<file path="src/rtl/branch_pc_seq.sv">
// Program counter owner and sequencer for the conditional-branch instructions
// (brzr/brnz/brpl/brmi). A branch walks IDLE -> TEST -> SAMPLE -> ADD -> COMMIT:
// Ra is driven onto the bus while the CON latch is strobed, the latched CON
// value is sampled, the branch target is formed, and the PC is updated only if
// the branch is taken. Plain increment/load requests are serviced in IDLE.
module branch_pc_seq #(
    parameter int                 ADDR_W   = 32,
    parameter int                 OFF_W    = 19,
    parameter logic [ADDR_W-1:0]  RESET_PC = '0
) (
    input  logic              clk,
    input  logic              clr_n,
    input  logic              start,
    input  logic [31:0]       ir,
    input  logic              pc_inc,
    input  logic              pc_load,
    input  logic [ADDR_W-1:0] pc_din,
    input  logic              con_val,
    output logic [ADDR_W-1:0] pc,
    output logic [3:0]        ra_sel,
    output logic              ra_out,
    output logic              con_in,
    output logic [1:0]        c2_field,
    output logic              busy,
    output logic              done,
    output logic              taken
);

    typedef enum logic [2:0] {
        S_IDLE   = 3'd0,
        S_TEST   = 3'd1,
        S_SAMPLE = 3'd2,
        S_ADD    = 3'd3,
        S_COMMIT = 3'd4
    } state_t;

    state_t              r_state;
    state_t              w_state_next;

    logic [ADDR_W-1:0]   r_pc;
    logic [ADDR_W-1:0]   r_target;
    logic [OFF_W-1:0]    r_c_q;
    logic                r_con_q;
    logic [3:0]          r_ra_sel;
    logic                r_ra_out;
    logic                r_con_in;
    logic [1:0]          r_c2_field;
    logic                r_done;
    logic                r_taken;

    logic [ADDR_W-1:0]   w_off_sext;
    logic                w_unused_ir;

    // Branch offset sign-extended to the PC width; the add wraps modulo 2^ADDR_W.
    assign w_off_sext  = {{(ADDR_W-OFF_W){r_c_q[OFF_W-1]}}, r_c_q};
    // Opcode and Rb-style fields of the instruction are not needed here.
    assign w_unused_ir = ^{ir[31:27], ir[22:21]};

    // State register.
    always_ff @(posedge clk) begin
        if (!clr_n) begin
            r_state <= S_IDLE;
        end else begin
            r_state <= w_state_next;
        end
    end

    // Next-state decode: the branch sequence is a fixed walk once started.
    always_comb begin
        w_state_next = r_state;
        unique case (r_state)
            S_IDLE:   if (start) w_state_next = S_TEST;
            S_TEST:   w_state_next = S_SAMPLE;
            S_SAMPLE: w_state_next = S_ADD;
            S_ADD:    w_state_next = S_COMMIT;
            S_COMMIT: w_state_next = S_IDLE;
            default:  w_state_next = S_IDLE;
        endcase
    end

    // Datapath and registered outputs; strobes default low every cycle.
    always_ff @(posedge clk) begin
        if (!clr_n) begin
            r_pc       <= RESET_PC;
            r_target   <= '0;
            r_c_q      <= '0;
            r_con_q    <= 1'b0;
            r_ra_sel   <= 4'd0;
            r_ra_out   <= 1'b0;
            r_con_in   <= 1'b0;
            r_c2_field <= 2'd0;
            r_done     <= 1'b0;
            r_taken    <= 1'b0;
        end else begin
            r_ra_out <= 1'b0;
            r_con_in <= 1'b0;
            r_done   <= 1'b0;
            unique case (r_state)
                S_IDLE: begin
                    if (start) begin
                        // Latch all instruction fields so later ir changes cannot disturb the branch.
                        r_ra_sel   <= ir[26:23];
                        r_c2_field <= ir[20:19];
                        r_c_q      <= ir[OFF_W-1:0];
                        r_ra_out   <= 1'b1;
                        r_con_in   <= 1'b1;
                    end else if (pc_load) begin
                        r_pc <= pc_din;
                    end else if (pc_inc) begin
                        r_pc <= r_pc + ADDR_W'(1);
                    end
                end
                S_TEST: begin
                    // conff latches CON at the end of TEST; nothing to do here.
                end
                S_SAMPLE: begin
                    r_con_q <= con_val;
                end
                S_ADD: begin
                    // done and taken are raised together so taken is valid with the pulse.
                    r_target <= r_pc + w_off_sext;
                    r_done   <= 1'b1;
                    r_taken  <= r_con_q;
                end
                S_COMMIT: begin
                    if (r_con_q) begin
                        r_pc <= r_target;
                    end
                    r_c2_field <= 2'd0;
                end
                default: begin
                end
            endcase
        end
    end

    assign pc       = r_pc;
    assign ra_sel   = r_ra_sel;
    assign ra_out   = r_ra_out;
    assign con_in   = r_con_in;
    assign c2_field = r_c2_field;
    assign done     = r_done;
    assign taken    = r_taken;
    assign busy     = (r_state != S_IDLE);

endmodule

</file>
<file path="config.mk">
export PLATFORM = sky130hd
export DESIGN_NAME = branch_pc_seq
export DESIGN_NICKNAME = d
export VERILOG_FILES = /design/src/rtl/branch_pc_seq.sv
export SDC_FILE = /design/constraint.sdc
export NUM_CORES = 1
export LEC_CHECK = 0
export CAP_MARGIN = 0
export CORE_MARGIN = 2
export CORE_UTILIZATION = 50
export CTS_BUF_LIST = sky130_fd_sc_hd__clkbuf_4 sky130_fd_sc_hd__clkbuf_8
export DETAILED_ROUTE_END_ITERATION = 10
export GPL_TIMING_DRIVEN = 0
export PLACE_DENSITY = 0.76
export RECOVER_POWER = 25
export REMOVE_ABC_BUFFERS = 1
export SYNTH_ARGS = -nofsm -noshare
export SYNTH_HDL_FRONTEND = slang
export SYNTH_SLANG_ARGS = --single-unit
export TNS_END_PERCENT = 10
</file>
<file path="constraint.sdc">
create_clock -name clk -period 5.8 [get_ports clk]
set_input_delay 1.16 -clock clk [delete_from_list [all_inputs] [get_ports clk]]
set_output_delay 1.16 -clock clk [all_outputs]
set_load 0.02 [all_outputs]
</file>
# Word-level counts from Yosys, hierarchy flattened

Index checks and enable logic that the tools add are counted.

Bits in registers: 96
Input bits: 70
Output and inout bits: 43
Word-level logic and storage cells: 38

$add $sub $neg: 2
Equal/unequal tests: 8
Mux-type cells: 11
Reductions and logical operators: 7

Operators by type and width:

| cell                                          | count |
|---|---|
| two-way mux 32 bit                            | 4 |
| one-hot mux 32 bit (2 select lines)           | 1 |
| adder 32 x 1 -> 32 bit, second input constant | 1 |
| adder 32 bit                                  | 1 |
| one-hot mux 3 bit (4 select lines)            | 1 |
| == test 3 x 2 -> 1 bit, second input constant | 2 |
| inequality test 2 bit, second input constant  | 3 |
| AND reduction 2 bit                           | 3 |
| one-hot mux 2 bit (2 select lines)            | 1 |
| AND reduction 4 bit                           | 1 |
| == test 3 x 1 -> 1 bit, second input constant | 1 |
| == test 3 bit, second input constant          | 1 |
| zero test 3 bit                               | 1 |
| two-way mux 3 bit                             | 1 |
| inequality test 3 bit, second input constant  | 1 |
| nonzero test 3 bit                            | 1 |
| two-way mux 1 bit                             | 2 |
| two-way mux 2 bit                             | 1 |
| nonzero test 2 bit                            | 1 |

# Logic depth before layout (Yosys ltp)

Word-level depth: 5
Depth in mapped cells: 10
Depth with buffers taken out: 9

# Worst setup path after synthesis

No wires, ideal clock.

Path type: reg-to-reg
Start: register r_pc[0] (netlist: pc[0])
End: register r_target[30]
Setup time: 117 ps
Data arrival time: 2590 ps
Data required time: 5683 ps
Slack: 3093 ps
Cell stages (with the launch flop): 10
Path buffers: 0
Clock period less this slack: 2707 ps
Cells stage by stage: dfxtp_1 > ha_1 > fa_1 > a21o_1 > a221oi_2 > o21a_1 > a21oi_1 > and3_1 > or3_1 > a32o_1

Cells in the longest elaborated chain, start to end: 1

Ends and longest elaborated chain:

| element                  | RTL line | source |
|---|---|---|
| start: declaration       | 40       | `logic [ADDR_W-1:0] r_pc;` |
| start signal: assignment | 108      | `r_pc <= pc_din;` |
| start signal: assignment | 110      | `r_pc <= r_pc + ADDR_W'(1);` |
| start signal: assignment | 127      | `r_pc <= r_target;` |
| adder 32 bit             | 121      | `r_target <= r_pc + w_off_sext;` |
| end signal: assignment   | 121      |  |
| end: declaration         | 41       | `logic [ADDR_W-1:0] r_target;` |

Every way passes these cells.
A chain may end at the register's enable or synchronous reset.

==> qor.yml <==
status:
  status: "finished, violations left"
  violations: "max-capacitance violations, max-slew violations"
floorplan:
  core_area_um2: 12520
  die-width_um: 116.7
  fp.dieArea_um2: 13620
  top_level_ports: 113
  start_util: 0.5074
  rows: 41
  die_h_um: 116.7
clock_tree:
  cts_resized: 0
  clk_path_buf_depth: 2
  cts_tree: "yes"
  h-tree-depth: 3
  ctsRootBufferMaster: "clkbuf_8"
  clock-sinks: 96
  clkSlewWorstSetupHoldPaths_ps: 90
  cts_hold_buf: 0
  clock_latency_ps: 390
  postCtsSetupBuffers: 0
  cts_made_buffers: 9
setup_path:
  worstSetupPathType: "input port to flop"
  cp_max_fo: 50
  cp-end-kind: "flop"
  worstPathCellList: "buf_2, inv_1, nor2_1, a221o_1"
  crit_slowest_cell: "nor2_1"
  arrival_ps: 4120
  startpoint_type: "input port"
  rr_startpoint: "pc[0]$_SDFFE_PN0P_"
  cp-startpoint: "clr_n"
  reg2reg_depth: 9
  max_stage_delay_ps: 1020
  cp_data_required_time_ps: 6130
synth:
  netlist_area_um2: 6351
  yosysWarnings: 0
  synth_cell_types: 77
  synth-seq-cells: 96
  synthArstFlopShare: 0
  synthTopCellsByCount: "nand2_1 (196), dfxtp_1 (96), a21oi_1 (79), o21ai_0 (54), nand3_1 (51)"
  synth_top_area_share: 0.3026
  synth.yosys.seq_area_share: 0.3026
  synth_most_common_cell: "nand2_1"
  syn_area_per_cell_um2: 7.489
  synth_top_area_cell: "dfxtp_1"
  synth_edf_count: 0
  synth_ff_type: "dfxtp_1"
  ys_top_cells_by_area: "dfxtp_1 (30%), nand2_1 (12%), ha_1 (6.3%), a21oi_1 (6.2%), o21ai_0 (4.3%)"
  syn_inst: 848
pwr:
  combPwrFrac: 0.249
  ir_drop_v: 0.0001950
  p_int_mw: 1.071
  netSwitchingFraction: 0.3235
  switching_power_uw: 512.2
  seqPwrFrac: 0.472
  p_leak_nw: 3.023
  power_density_nw_per_um2: 206.3
  p_clk_frac: 0.279
timing:
  hold_viol_final: 0
  whs_ps: 455.8
  setup_viol: 0
  rsz0062_at_grt: "false"
  finalSetupTns_ps: 0
  report.final.slew_viol_count: 43
  worstMarginPinSlew_ps: 1523
  fmax_mhz: 263.8
  fin_crit_sh: 0.6536
  period_needed_ps: 3791
  slew_headroom: -0.01519
  skew_ps: 11.19
cells_and_area:
  fillerInstances: 1230
  areaGrowthSynthToFinish_pct: 20.80
  diodes: 0
  drive_above_1_share: 0.05767
  final_nets: 1018
placement:
  placement.io_buffers: 105
  dp_hpwl_um: 12410
  gp_congestion: 0.9491
routing:
  drt_iter0_drc: 394
  antenna_left: 0
  routed_wl_um: 17510
  wl_per_cell_um: 16.05
  dr_total_vias: 6273
  drt_first_pass_iters: 5
  drcViolationCount: 0
  viasPerCell: 5.750
run:
  drv_cap: 1
global_route:
  grt_pass1_wl_um: 28200
  grt_pass1_vias: 5536
  antenna_found_initial: 0
  grt_use_total: 0.2630
  grt_max_degree: 51
  overflow: 0
hold_path:
  hp-class: "flop to flop"
  worst_hold_startpoint: "ra_sel[2]$_SDFFE_PN0P_"
  holdPathStages: 2
-- final cells by class --
type,instances,area [um^2],area share
Tap cell,172,215.2,0.02805
Sequential cell,96,1922,0.2505
Clock buffer,13,178.9,0.02332
Clock inverter,2,12.51,0.001631
Timing Repair Buffer,109,1139,0.1484
Multi-Input combinational cell,683,4145,0.5403
Inverter,16,60.06,0.007828
-- power groups by stage --
| stage | sequential, mW | clock [mW] | combinational, mW |
|---|---|---|---|
| detailed placement | 0.762 | 0 | 0.393 |
| global placement | 0.761 | 0 | 0.384 |
| finish | 0.748 | 0.441 | 0.394 |
| global route | 0.754 | 0.471 | 0.437 |
| floorplan | 0.774 | 0 | 0.209 |
| CTS | 0.747 | 0.448 | 0.395 |
-- flip-flops by register name, summed over array words and instances (netlist names) --
name / flops
pc: 32
r_target: 32
r_c_q: 19
ra_sel: 4
r_state: 3
c2_field: 2
con_in: 1
done: 1
r_con_q: 1
taken: 1
-- path summary, 6_finish.rpt --
kind	endpoint	slack (ps)
worst min-delay path	ra_sel[2]$_SDFFE_PN0P_	460
worst max register to register	r_target[30]$_SDFFE_PN0P_	2740
worst max-delay path	r_target[23]$_SDFFE_PN0P_	2010
worst min register to register	ra_sel[2]$_SDFFE_PN0P_	460
-- logic make-up (layout without fill, tap and decap cells) --
| family | count (synthesis) | count (layout) | synth area share |
|---|---|---|---|
| buffers and inverters | 69 | 140 | 0.04708 |
| xor gates and xnor gates | 46 | 46 | 0.06344 |
| AOI/OAI and AO/OA | 241 | 241 | 0.2455 |
| DFF | 96 | 96 | 0.3026 |
| and+or+nand+nor | 358 | 358 | 0.2673 |
| adders and majority gates | 33 | 33 | 0.06619 |
| muxes | 5 | 5 | 0.007881 |
-- cells in the final DEF, fill, tap and decap left out, types with 5 or more instances in the layout --
cell type / n
nand2_1: 196
a211oi_1: 5
o21ai_0: 54
a31oi_1: 6
a21oi_1: 78
a22o_1: 6
and4_1: 5
and3_1: 11
mux2i_1: 5
clkdlybuf4s50_1: 93
inv_1: 15
xor2_1: 20
or3_1: 7
dlygate4sd3_1: 10
nand3_1: 51
dfxtp_1: 96
o211a_1: 6
ha_1: 32
o21a_1: 8
o221ai_1: 6
o211ai_1: 14
nand4_1: 9
nor2_1: 29
xnor2_1: 26
clkbuf_8: 13
a21boi_0: 8
a21o_1: 15
nor3_1: 14
-- stage by stage --
stage                     instance area, um^2  setup slack, ps  utilization  cells  power, mW
after floorplan                          6112             2880            -    795     0.9825
after global placement                   7378            58.67       0.5895   1072      1.145
after detailed placement                 7481             2027       0.5977   1076      1.156
after CTS                                7672             2434       0.6130   1091      1.590
after global routing                     7672             1765       0.6130   1091      1.662
final                                    7672             2009       0.6130   1091      1.583
-- routing by layer --
metal | vias up | global-route usage | share of wire
met5 | - | 0 | 0
met4 | 0 | 0.07686 | 0.015
met3 | 21 | 0.05241 | 0.054
met2 | 180 | 0.4250 | 0.46
met1 | 2904 | 0.3567 | 0.47
li1 | 3168 | - | -
-- critical path, delay by kind of cell --
family          cells  cell delay (ps)
buf+inv             2             1640
simple gates        1             1020
compound gates      1              270
Power figures use the tool's default switching activity.
